$ cat src/rtl/fp_mul_seq_if.sv
// Operand/result handshake bundle for fp_mul_seq.
// master = operand issuer and result consumer, slave = multiplier.
interface fp_mul_seq_if #(
    parameter int unsigned EXP_W  = 8,
    parameter int unsigned FRAC_W = 23
);
    localparam int unsigned W = 1 + EXP_W + FRAC_W;

    logic         in_valid;
    logic         in_ready;
    logic [W-1:0] a;
    logic [W-1:0] b;
    logic         out_valid;
    logic         out_ready;
    logic [W-1:0] result;
    logic [3:0]   flags;

    modport master (
        output in_valid, a, b, out_ready,
        input  in_ready, out_valid, result, flags
    );

    modport slave (
        input  in_valid, a, b, out_ready,
        output in_ready, out_valid, result, flags
    );
endinterface

$ cat src/rtl/fp_mul_seq.sv
// Iterative floating-point multiplier: radix-2 shift-add mantissa product, round-to-nearest-even,
// flush-to-zero operands/results, canonical NaN and {invalid, overflow, underflow, inexact} flags.
module fp_mul_seq #(
    parameter int unsigned EXP_W  = 8,
    parameter int unsigned FRAC_W = 23
) (
    input  logic        clk,
    input  logic        rst,
    fp_mul_seq_if.slave bus
);
    localparam int unsigned W     = 1 + EXP_W + FRAC_W;
    localparam int unsigned M     = FRAC_W + 1;
    localparam int unsigned P     = 2 * M;
    localparam int unsigned EW    = EXP_W + 2;
    localparam int unsigned CNT_W = $clog2(M + 1);

    localparam logic [EW-1:0]     BIAS_U    = EW'((1 << (EXP_W - 1)) - 1);
    localparam logic [EW-1:0]     EXP_MAX_U = EW'((1 << EXP_W) - 1);
    localparam logic [EXP_W-1:0]  EXP_ONES  = '1;
    localparam logic [CNT_W-1:0]  CNT_LAST  = CNT_W'(M - 1);
    localparam logic [W-1:0]      QNAN      = {1'b0, EXP_ONES, 1'b1, {(FRAC_W - 1){1'b0}}};

    typedef enum logic [1:0] {StIdle, StMul, StRound, StDone} state_e;

    state_e             state_q, state_d;
    logic               sign_q, sign_d;
    logic [EXP_W-1:0]   ea_q, ea_d;
    logic [EXP_W-1:0]   eb_q, eb_d;
    logic [M-1:0]       ma_q, ma_d;
    logic [P-1:0]       acc_q, acc_d;
    logic [CNT_W-1:0]   cnt_q, cnt_d;
    logic [W-1:0]       result_q, result_d;
    logic [3:0]         flags_q, flags_d;

    // Operand fields and classes, seen directly on the bus at accept time
    logic               sign_a, sign_b, sign_p;
    logic [EXP_W-1:0]   exp_a, exp_b;
    logic [FRAC_W-1:0]  frac_a, frac_b;
    logic               a_zero, a_inf, a_nan, b_zero, b_inf, b_nan;
    logic               accept;

    assign sign_a = bus.a[W-1];
    assign sign_b = bus.b[W-1];
    assign exp_a  = bus.a[W-2 -: EXP_W];
    assign exp_b  = bus.b[W-2 -: EXP_W];
    assign frac_a = bus.a[FRAC_W-1:0];
    assign frac_b = bus.b[FRAC_W-1:0];
    assign sign_p = sign_a ^ sign_b;

    assign a_zero = (exp_a == '0);
    assign b_zero = (exp_b == '0);
    assign a_inf  = (exp_a == EXP_ONES) && (frac_a == '0);
    assign b_inf  = (exp_b == EXP_ONES) && (frac_b == '0);
    assign a_nan  = (exp_a == EXP_ONES) && (frac_a != '0);
    assign b_nan  = (exp_b == EXP_ONES) && (frac_b != '0);

    assign bus.in_ready  = (state_q == StIdle) && !rst;
    assign bus.out_valid = (state_q == StDone);
    assign bus.result    = result_q;
    assign bus.flags     = flags_q;
    assign accept        = bus.in_valid && bus.in_ready;

    // Multiplier lives in acc_q's low half and is consumed LSB first as the product shifts in
    logic [M:0]   step_sum;
    logic [P-1:0] acc_step;

    assign step_sum = {1'b0, acc_q[P-1:M]} + (acc_q[0] ? {1'b0, ma_q} : {(M + 1){1'b0}});
    assign acc_step = {step_sum, acc_q[M-1:1]};

    logic              norm, guard, sticky, round_up, carry;
    logic [P-1:0]      sh;
    logic [M-1:0]      mant;
    logic [M:0]        mant_r;
    logic [FRAC_W-1:0] frac_r;
    logic [EW-1:0]     exp_u;
    logic              ovf, unf;

    assign norm     = acc_q[P-1];
    assign sh       = norm ? acc_q : (acc_q << 1);
    assign mant     = sh[P-1 -: M];
    assign guard    = sh[M-1];
    assign sticky   = |sh[M-2:0];
    assign round_up = guard && (sticky || mant[0]);
    assign mant_r   = {1'b0, mant} + {{M{1'b0}}, round_up};
    assign carry    = mant_r[M];
    // On carry-out mant_r is 10..0, so its upper slice is the all-zero renormalised fraction
    assign frac_r   = carry ? mant_r[FRAC_W:1] : mant_r[FRAC_W-1:0];

    assign exp_u = EW'(ea_q) + EW'(eb_q) - BIAS_U + EW'(norm) + EW'(carry);
    assign ovf   = !exp_u[EW-1] && (exp_u >= EXP_MAX_U);
    assign unf   = exp_u[EW-1] || (exp_u == '0);

    always_comb begin
        state_d  = state_q;
        sign_d   = sign_q;
        ea_d     = ea_q;
        eb_d     = eb_q;
        ma_d     = ma_q;
        acc_d    = acc_q;
        cnt_d    = cnt_q;
        result_d = result_q;
        flags_d  = flags_q;

        unique case (state_q)
            StIdle: begin
                if (accept) begin
                    sign_d = sign_p;
                    ea_d   = exp_a;
                    eb_d   = exp_b;
                    ma_d   = {1'b1, frac_a};
                    acc_d  = {{M{1'b0}}, 1'b1, frac_b};
                    cnt_d  = '0;
                    if (a_nan || b_nan || (a_inf && b_zero) || (a_zero && b_inf)) begin
                        result_d = QNAN;
                        flags_d  = 4'b1000;
                        state_d  = StDone;
                    end else if (a_inf || b_inf) begin
                        result_d = {sign_p, EXP_ONES, {FRAC_W{1'b0}}};
                        flags_d  = 4'b0000;
                        state_d  = StDone;
                    end else if (a_zero || b_zero) begin
                        result_d = {sign_p, {(W - 1){1'b0}}};
                        flags_d  = 4'b0000;
                        state_d  = StDone;
                    end else begin
                        state_d = StMul;
                    end
                end
            end
            StMul: begin
                acc_d = acc_step;
                cnt_d = cnt_q + 1'b1;
                if (cnt_q == CNT_LAST) begin
                    state_d = StRound;
                end
            end
            StRound: begin
                state_d = StDone;
                if (ovf) begin
                    result_d = {sign_q, EXP_ONES, {FRAC_W{1'b0}}};
                    flags_d  = 4'b0101;
                end else if (unf) begin
                    result_d = {sign_q, {(W - 1){1'b0}}};
                    flags_d  = 4'b0011;
                end else begin
                    result_d = {sign_q, exp_u[EXP_W-1:0], frac_r};
                    flags_d  = {3'b000, guard || sticky};
                end
            end
            StDone: begin
                if (bus.out_ready) begin
                    state_d = StIdle;
                end
            end
            default: state_d = StIdle;
        endcase
    end

    always_ff @(posedge clk) begin
        if (rst) begin
            state_q  <= StIdle;
            sign_q   <= 1'b0;
            ea_q     <= '0;
            eb_q     <= '0;
            ma_q     <= '0;
            acc_q    <= '0;
            cnt_q    <= '0;
            result_q <= '0;
            flags_q  <= '0;
        end else begin
            state_q  <= state_d;
            sign_q   <= sign_d;
            ea_q     <= ea_d;
            eb_q     <= eb_d;
            ma_q     <= ma_d;
            acc_q    <= acc_d;
            cnt_q    <= cnt_d;
            result_q <= result_d;
            flags_q  <= flags_d;
        end
    end
endmodule
$ cat src/flat_wrapper.sv
// flat-port wrapper written by rule: the top's interface ports become plain ports
module fp_mul_seq_flat 
#(
    parameter int unsigned EXP_W  = 8,
    parameter int unsigned FRAC_W = 23
)
  (clk, rst, bus_in_valid, bus_a, bus_b, bus_out_ready, bus_in_ready, bus_out_valid, bus_result, bus_flags);
  fp_mul_seq_if #(.EXP_W(EXP_W), .FRAC_W(FRAC_W)) bus_i ();
  input  logic clk;
  input  logic rst;
  input wire logic [$bits(bus_i.in_valid)-1:0] bus_in_valid;
  input wire logic [$bits(bus_i.a)-1:0] bus_a;
  input wire logic [$bits(bus_i.b)-1:0] bus_b;
  input wire logic [$bits(bus_i.out_ready)-1:0] bus_out_ready;
  output wire logic [$bits(bus_i.in_ready)-1:0] bus_in_ready;
  output wire logic [$bits(bus_i.out_valid)-1:0] bus_out_valid;
  output wire logic [$bits(bus_i.result)-1:0] bus_result;
  output wire logic [$bits(bus_i.flags)-1:0] bus_flags;
  assign bus_i.in_valid = bus_in_valid;
  assign bus_i.a = bus_a;
  assign bus_i.b = bus_b;
  assign bus_i.out_ready = bus_out_ready;
  assign bus_in_ready = bus_i.in_ready;
  assign bus_out_valid = bus_i.out_valid;
  assign bus_result = bus_i.result;
  assign bus_flags = bus_i.flags;
  fp_mul_seq #(.EXP_W(EXP_W), .FRAC_W(FRAC_W)) u_core (.clk(clk), .rst(rst), .bus(bus_i));
endmodule
$ cat config.mk
export PLATFORM = sky130hd
export DESIGN_NAME = fp_mul_seq_flat
export DESIGN_NICKNAME = d
export VERILOG_FILES = /design/src/rtl/fp_mul_seq_if.sv /design/src/rtl/fp_mul_seq.sv /design/src/flat_wrapper.sv
export SDC_FILE = /design/constraint.sdc
export NUM_CORES = 1
export LEC_CHECK = 0
export BUFFER_PORTS_ARGS = -buffer_cell sky130_fd_sc_hd__buf_2
export CAP_MARGIN = 5
export CELL_PAD_IN_SITES_DETAIL_PLACEMENT = 0
export CELL_PAD_IN_SITES_GLOBAL_PLACEMENT = 1
export CORE_MARGIN = 4
export CORE_UTILIZATION = 30
export DETAILED_ROUTE_END_ITERATION = 12
export GPL_TIMING_DRIVEN = 0
export PLACE_DENSITY = 0.71
export REMOVE_ABC_BUFFERS = 1
export SLEW_MARGIN = 10
export SYNTH_ARGS = -nofsm -noshare
export SYNTH_HDL_FRONTEND = slang
export SYNTH_SLANG_ARGS = --single-unit
$ cat constraint.sdc
create_clock -name clk -period 4.7 [get_ports clk]
set_input_delay 0 -clock clk [delete_from_list [all_inputs] [get_ports clk]]
set_output_delay 0 -clock clk [all_outputs]
set_load 0.01 [all_outputs]
==> results of run 1 <==
-- flip-flops by register name, summed over array words and instances, names as in the netlist --
register,count
u_core.bus.flags,4
u_core.state_q,2
u_core.sign_q,1
u_core.acc_q,48
u_core.eb_q,8
u_core.ma_q,24
u_core.ea_q,8
u_core.cnt_q,5
u_core.bus.result,32
-- metal layers --
metal,track usage,share of wire
met1,0.216,0.52
met4,0.0561,0.022
met3,0.0228,0.028
met2,0.238,0.43
met5,0,0
-- worst reg2reg max path, cell delays in order, from the launching register on --
cell                       delay [ns]
sky130_fd_sc_hd__dfxtp_2         0.41
sky130_fd_sc_hd__buf_12          0.26
sky130_fd_sc_hd__nand2_1         0.10
sky130_fd_sc_hd__a21boi_1        0.16
sky130_fd_sc_hd__ha_2            0.24
sky130_fd_sc_hd__and3_1          0.20
sky130_fd_sc_hd__nand2_1         0.13
sky130_fd_sc_hd__nor4_4          0.33
sky130_fd_sc_hd__nand2_1         0.13
sky130_fd_sc_hd__nor2_1          0.18
sky130_fd_sc_hd__ha_1            0.19
sky130_fd_sc_hd__inv_1           0.05
sky130_fd_sc_hd__fa_1            0.43
sky130_fd_sc_hd__nor2_1          0.17
sky130_fd_sc_hd__nand2_1         0.06
sky130_fd_sc_hd__a2111o_1        0.42
sky130_fd_sc_hd__o41ai_2         0.07
sky130_fd_sc_hd__o21ai_2         0.20
sky130_fd_sc_hd__and4_4          0.27
sky130_fd_sc_hd__a32o_1          0.25
-- power by group through the flow --
| stage | clock network, mW | registers [mW] | logic, mW |
|---|---|---|---|
| 5_1_grt | 1.62 | 1.43 | 1.38 |
| 4_1_cts | 1.57 | 1.41 | 1.22 |
| 3_5_place_dp | 0 | 1.43 | 1.17 |
| 6_report | 1.53 | 1.41 | 1.23 |
| 2_1_floorplan | 0 | 1.39 | 0.840 |
| 3_3_place_gp | 0 | 1.43 | 1.12 |
-- timing repair --
item / 4_1_cts / 5_1_grt
gates cloned: 0 / 1
buffers inserted: 0 / 5
endpoints found under the setup margin: 34 / 34
pin swaps: 0 / 2
resized for setup: 4 / 7
hold endpoints to repair: 72 / 0
hold buffers: 65 / 0
-- kinds of logic (layout without fill, tap and decap cells) --
logic type / after synthesis / count (layout) / synth area share
XOR/XNOR: 46 / 46 / 0.0496
adder cells (fa/ha/maj): 46 / 46 / 0.0723
flip-flops: 132 / 132 / 0.319
buffers and inverters: 79 / 237 / 0.0384
multiplexers: 40 / 40 / 0.0494
AND/OR/NAND/NOR: 374 / 375 / 0.228
AO/OA/AOI/OAI: 301 / 301 / 0.243
-- area by class of cell --
class | instances | area [um2] | area share
Clock buffer | 20 | 447 | 0.0423
Clock inverter | 12 | 225 | 0.0213
Inverter | 24 | 93.8 | 0.00889
Multi-Input combinational cell | 808 | 5380 | 0.510
Sequential cell | 132 | 2640 | 0.250
Tap cell | 341 | 427 | 0.0404
Timing Repair Buffer | 181 | 1340 | 0.127
-- synth_stat cells (all sizes together) (4+ instances only) --
library cell	number
or4	5
mux2i	33
xor2	20
nor2b	7
xnor2	26
nor2	94
o31ai	4
a21oi	63
buf	10
and2	34
and4	5
nand2b	47
nand3	16
nand4	19
nand2	93
nor3	12
a22oi	13
inv	24
a21o	13
a311oi	5
a31oi	6
o211ai	8
a211oi	30
dfxtp	132
clkbuf	45
a32o	13
and3	8
o21ai	92
nor4	20
mux2	7
ha	43
a22o	12
-- through the flow --
stage               std cells  worst slack (ns)  area, um2
floorplan                 963            0.0102       8050
finish                   1518             0.336      10600
detailed placement       1415            -0.476       9150
global placement         1409             -1.35       9000
global route             1518           -0.0180      10600
CTS                      1512            0.0223      10500
-- worst max path at each step --
stage	endpoint	slack, ns	depth (start not counted)
2_1_floorplan	u_core.bus.result[1]	0.01	18
3_3_place_gp	u_core.bus.result[4]	-1.35	17
3_5_place_dp	u_core.bus.result[7]	-0.48	19
4_1_cts	u_core.bus.flags[0]	0.02	19
5_1_grt	u_core.bus.result[20]	-0.02	20
6_report	u_core.bus.result[4]	0.34	19
==> flow_summary.ini, run 1 <==
[clock_tree]
cts_buffers = 17
cts.reportedPaths.clkPinSlew_ns = 0.06
clk_latency_ns = 0.43
htreeDepth = 4
clk_root_buffer_cell = sky130_fd_sc_hd__clkbuf_16
cts_tree = done
clk_path_buf_depth = 2
cts_num_sinks = 132

[run]
max_cap_violations = 0

[pwr]
worst_ir_drop_vdd_uv = 217
share_clk_of_total_power = 0.367
power.share.sequential = 0.338
static-leakage-power_nw = 4.29
power_per_cell_area_nw_per_um2 = 395
cell_internal_pwr_mw = 2.79
power.share.combinational = 0.295
switchingPower_mw = 1.38
total_power_mw = 4.17
power.switching_fraction = 0.331

[cells_and_area]
insertedDiodeCount = 0
num-fill-cells = 2762
mostFrequentLayoutCells = sky130_fd_sc_hd__dfxtp_1, sky130_fd_sc_hd__buf_2, sky130_fd_sc_hd__nand2_1
mostFrequentLayoutCell = sky130_fd_sc_hd__dfxtp_1
postLayoutCoreUtil = 0.391
drive_above_1_share = 0.156
area_growth_syn_to_layout_pct = 27.6
design.final.nets = 1278

[min_path]
min_to = u_core.ma_q[23]
worst_hold_path_type = input port to flop
hold_depth = 3
timing.hold.worst.start = bus_in_valid

[critical_path]
critical_path.startpoint = u_core.acc_q[47]
max_stage_delay_ns = 0.43
crit_type = flop to flop
critPathRequiredTime_ns = 5.01
worst_r2r_startpoint = u_core.acc_q[47]
critPathTopFamily = simple AND/OR/NAND/NOR gates
cell_breakdown_of_the_critical_path = buf_12 > nand2_1 > a21boi_1 > ha_2 > and3_1 > nand2_1 > nor4_4 > nand2_1 > nor2_1 > ha_1 > inv_1 > fa_1 > nor2_1 > nand2_1 > a2111o_1 > o41ai_2 > o21ai_2 > and4_4 > a32o_1
timing.critical_path.buf_inv = 2
crit-reg2reg-capture = u_core.bus.result[4]
worst-r2r-cell-count = 19
data_arrival_time_at_the_worst_slack_endpoint_ns = 4.67
critPathMostFrequentCell = sky130_fd_sc_hd__nand2_1
worstSetupStartpointType = flop
critical-path-slowest-cell = sky130_fd_sc_hd__fa_1
timing.reg2reg.setup_slack_ns = 0.34
worst-path-max-fanout = 45
end_kind = flop

[logic_synthesis]
synthDominantCellAreaShare = 0.319
dominant_synthesized_flop_cell = sky130_fd_sc_hd__dfxtp_1
synth.yosys.seq_area_share = 0.319
syn_area_um2 = 8280
syn_area_per_cell_um2 = 8.13
synth_edf_count = 0
syn_inst = 1018
number_of_storage_elements_in_the_synthesis_netlist = 132
post_synth_num_cell_types = 76
ys_async_rst_share = 0
synth.area.top_cells = sky130_fd_sc_hd__dfxtp_1, sky130_fd_sc_hd__ha_1, sky130_fd_sc_hd__o21ai_0
ys.warnings.count = 0
synthDominantAreaCellType = sky130_fd_sc_hd__dfxtp_1

[sta]
finalMaxSlewViolations = 0
finalHoldWorstSlack_ns = 0.0757
min_period_ns = 4.36
setup_tns_ns = 0
worst_setup_skew_after_layout_ns = 0.0183
total_count_of_hold_check_failures_in_the_final_report = 0
min_period_over_period = 0.929
timing.max_slew.rel_slack = 0.342
timing.fmax_mhz = 229
setup_violations = 0
worst_pin_slew_ns = 0.980

[die]
core_area_um2 = 27000
floorplan.io_pins = 106
rows = 60
floorplan.initialDensity = 0.306
die_y_um = 174
die_width_um = 174
floorplan.die_area_um2 = 30300

[routing]
drt_pre_antenna_iters = 7
routed_wire_length_per_instance_um = 15.5
drc = 0
detail_route.iter0.violations = 420
routed_via_density = 5.13
num_vias = 7782
detail-route-antenna-nets = 0
wl_um = 23600

[grt]
grt_start_max_net_pins = 81
antenna_violations_before_repair = 0
groute.usage.overall = 0.153
first_global_vias = 7472
grt-ovfl-total = 0
global_route_wire_length_before_repair_um = 38600

[run_status]
status = completed

[place]
place.gp.congestion = 0.870
dpl.hpwl_um = 17000
numPortBuffers = 105
Power figures use the tool's default switching activity.
==> run 2, diff against run 1 <==
--- a/config.mk
+++ b/config.mk
@@ -9,7 +9,8 @@
 export CAP_MARGIN = 5
 export CELL_PAD_IN_SITES_DETAIL_PLACEMENT = 0
 export CELL_PAD_IN_SITES_GLOBAL_PLACEMENT = 1
-export CORE_MARGIN = 4
+export CORE_ASPECT_RATIO = 2
+export CORE_MARGIN = 10
 export CORE_UTILIZATION = 30
 export DETAILED_ROUTE_END_ITERATION = 12
 export GPL_TIMING_DRIVEN = 0
==> flow_summary.ini, run 2 (synthesis gave the netlist of run 1 again) <==
[cells_and_area]
mostFrequentLayoutCells = sky130_fd_sc_hd__dfxtp_1, sky130_fd_sc_hd__buf_2, sky130_fd_sc_hd__nand2_1
final_design_area_no_fill_um2 = 10500
insertedDiodeCount = 0
mostFrequentLayoutCell = sky130_fd_sc_hd__dfxtp_1
largest_reg_flops = 48
design.final.nets = 1281
drive_above_1_share = 0.151
registers.top_by_ff_count = u_core.acc_q
area_growth_syn_to_layout_pct = 27.0

[grt]
grt_start_max_net_pins = 86
grt-ovfl-total = 0
global_route_wire_length_before_repair_um = 41600
first_global_vias = 8145
groute.usage.overall = 0.151
antenna_violations_before_repair = 0

[critical_path]
worst-path-max-fanout = 11
worstSetupStartpointType = flop
end_kind = flop
critPathMostFrequentCell = sky130_fd_sc_hd__nand2_1
critPathRequiredTime_ns = 5.03
max_stage_delay_ns = 0.42
data_arrival_time_at_the_worst_slack_endpoint_ns = 4.74
cell_breakdown_of_the_critical_path = clkinvlp_4 > nand2_1 > a21boi_0 > ha_2 > and3_1 > nand2_1 > nor4_2 > nand2_1 > nor2_1 > ha_1 > inv_1 > fa_1 > nor2_1 > nand2_1 > a2111o_1 > o41ai_2 > o21ai_2 > and4_4 > a32o_1
crit_type = flop to flop
critical-path-slowest-cell = sky130_fd_sc_hd__fa_1

[sta]
timing.max_slew.rel_slack = 0.149
timing.fmax_mhz = 227
rsz0062_at_grt = no
worst_setup_skew_after_layout_ns = 0.00942
setup_violations = 0
min_period_ns = 4.41
total_count_of_hold_check_failures_in_the_final_report = 0
finalMaxSlewViolations = 0
timing.final.ws_setup_ns = 0.286
min_period_over_period = 0.939
worst_pin_slew_ns = 1.24

[place]
preCtsSetupSlack_ns = -0.497
numPortBuffers = 105
place.gp.congestion = 0.888
detailed_place.area_um2 = 9190
dpl.hpwl_um = 20100

[run]
max_cap_violations = 0

[pwr]
worst_ir_drop_vdd_uv = 268
power.share.combinational = 0.319
power.share.sequential = 0.351
power_per_cell_area_nw_per_um2 = 382
static-leakage-power_nw = 4.24
share_clk_of_total_power = 0.330
cell_internal_pwr_mw = 2.62
power.switching_fraction = 0.348
switchingPower_mw = 1.39

[clock_tree]
cts_buffers = 17
clk_latency_ns = 0.44
cts.reportedPaths.clkPinSlew_ns = 0.06
cts_tree = done
htreeDepth = 4
cts_num_sinks = 132
clk_root_buffer_cell = sky130_fd_sc_hd__clkbuf_16
clk_path_buf_depth = 2

[routing]
wl_um = 26600
detail_route.iter0.violations = 407
detail-route-antenna-nets = 0
routed_wire_length_per_instance_um = 17.4
drc = 0
num_vias = 7981
drt_pre_antenna_iters = 5
routed_via_density = 5.22

[die]
die_width_um = 137
die_y_um = 255
floorplan.io_pins = 106
floorplan.initialDensity = 0.302
rows = 86
core_area_um2 = 27400
floorplan.die_area_um2 = 35000

[min_path]
worst_hold_path_type = input port to flop

[run_status]
status = completed
## run 2: what timing repair did
item                       in CTS  in global routing
resized for setup               4                  6
setup endpoints to repair      33                 34
cloned                          0                  1
buffers inserted                1                  2
pin swaps                       2                  1
hold buffers                   69                  0
hold endpoints to repair       71                  0
## run 2: metrics by stage
| stage | std cells | utilization | hold slack, ns | setup TNS [ns] | power [mW] |
|---|---|---|---|---|---|
| 3_5_place_dp | 1427 | 0.335 | 0.222 | -10.04 | 2.66 |
| 3_3_place_gp | 1420 | 0.329 | 0.214 | -67.00 | 2.58 |
| 5_1_grt | 1530 | 0.383 | 0.113 | 0 | 4.26 |
| 6_report | 1530 | 0.383 | 0.0462 | 0 | 4.01 |
| 4_1_cts | 1527 | 0.381 | 0.0205 | 0 | 4.05 |
| 2_1_floorplan | 963 | - | 0.0545 | 0 | 2.23 |
## run 2: area by class of cell
class / count / area [um2]
Clock buffer: 26 / 489
Clock inverter: 4 / 72.6
Fill cell: 2846 / 16900
Inverter: 24 / 93.8
Multi-Input combinational cell: 808 / 5380
Sequential cell: 132 / 2650
Tap cell: 352 / 440
Timing Repair Buffer: 184 / 1390
## run 2: metal layers
| layer | vias up | GRT usage | share of wire |
|---|---|---|---|
| li1 | 4033 | - | - |
| met2 | 162 | 0.290 | 0.56 |
| met5 | - | 0 | 0 |
| met4 | 0 | 0.0720 | 0.035 |
| met3 | 40 | 0.0330 | 0.042 |
| met1 | 3746 | 0.146 | 0.37 |
## run 2: path summary, 6_finish.rpt
path | start | end | slack (ns) | depth (start not counted)
hold / removal | bus_out_ready | u_core.state_q[0] | 0.05 | 5
hold reg to reg | u_core.bus.result[20] | u_core.bus.result[20] | 0.44 | 2
setup reg to reg | u_core.acc_q[47] | u_core.bus.result[1] | 0.29 | 19
setup / recovery | u_core.acc_q[47] | u_core.bus.result[1] | 0.29 | 19
## run 2: worst max-delay path, delay by kind of cell (launching register included)
| kind | cells | cell delay, ns |
|---|---|---|
| adder cells (fa/ha/maj) | 3 | 0.89 |
| buffers and inverters | 2 | 0.16 |
| AND/OR/NAND/NOR | 9 | 1.66 |
| AO/OA/AOI/OAI | 5 | 1.18 |
| flip-flops | 1 | 0.41 |
## run 2: power groups by stage
stage	combinational [mW]	clock [mW]	sequential [mW]
2_1_floorplan	0.840	0	1.39
3_5_place_dp	1.22	0	1.43
4_1_cts	1.28	1.35	1.41
5_1_grt	1.43	1.40	1.43
6_report	1.28	1.32	1.41
3_3_place_gp	1.15	0	1.43
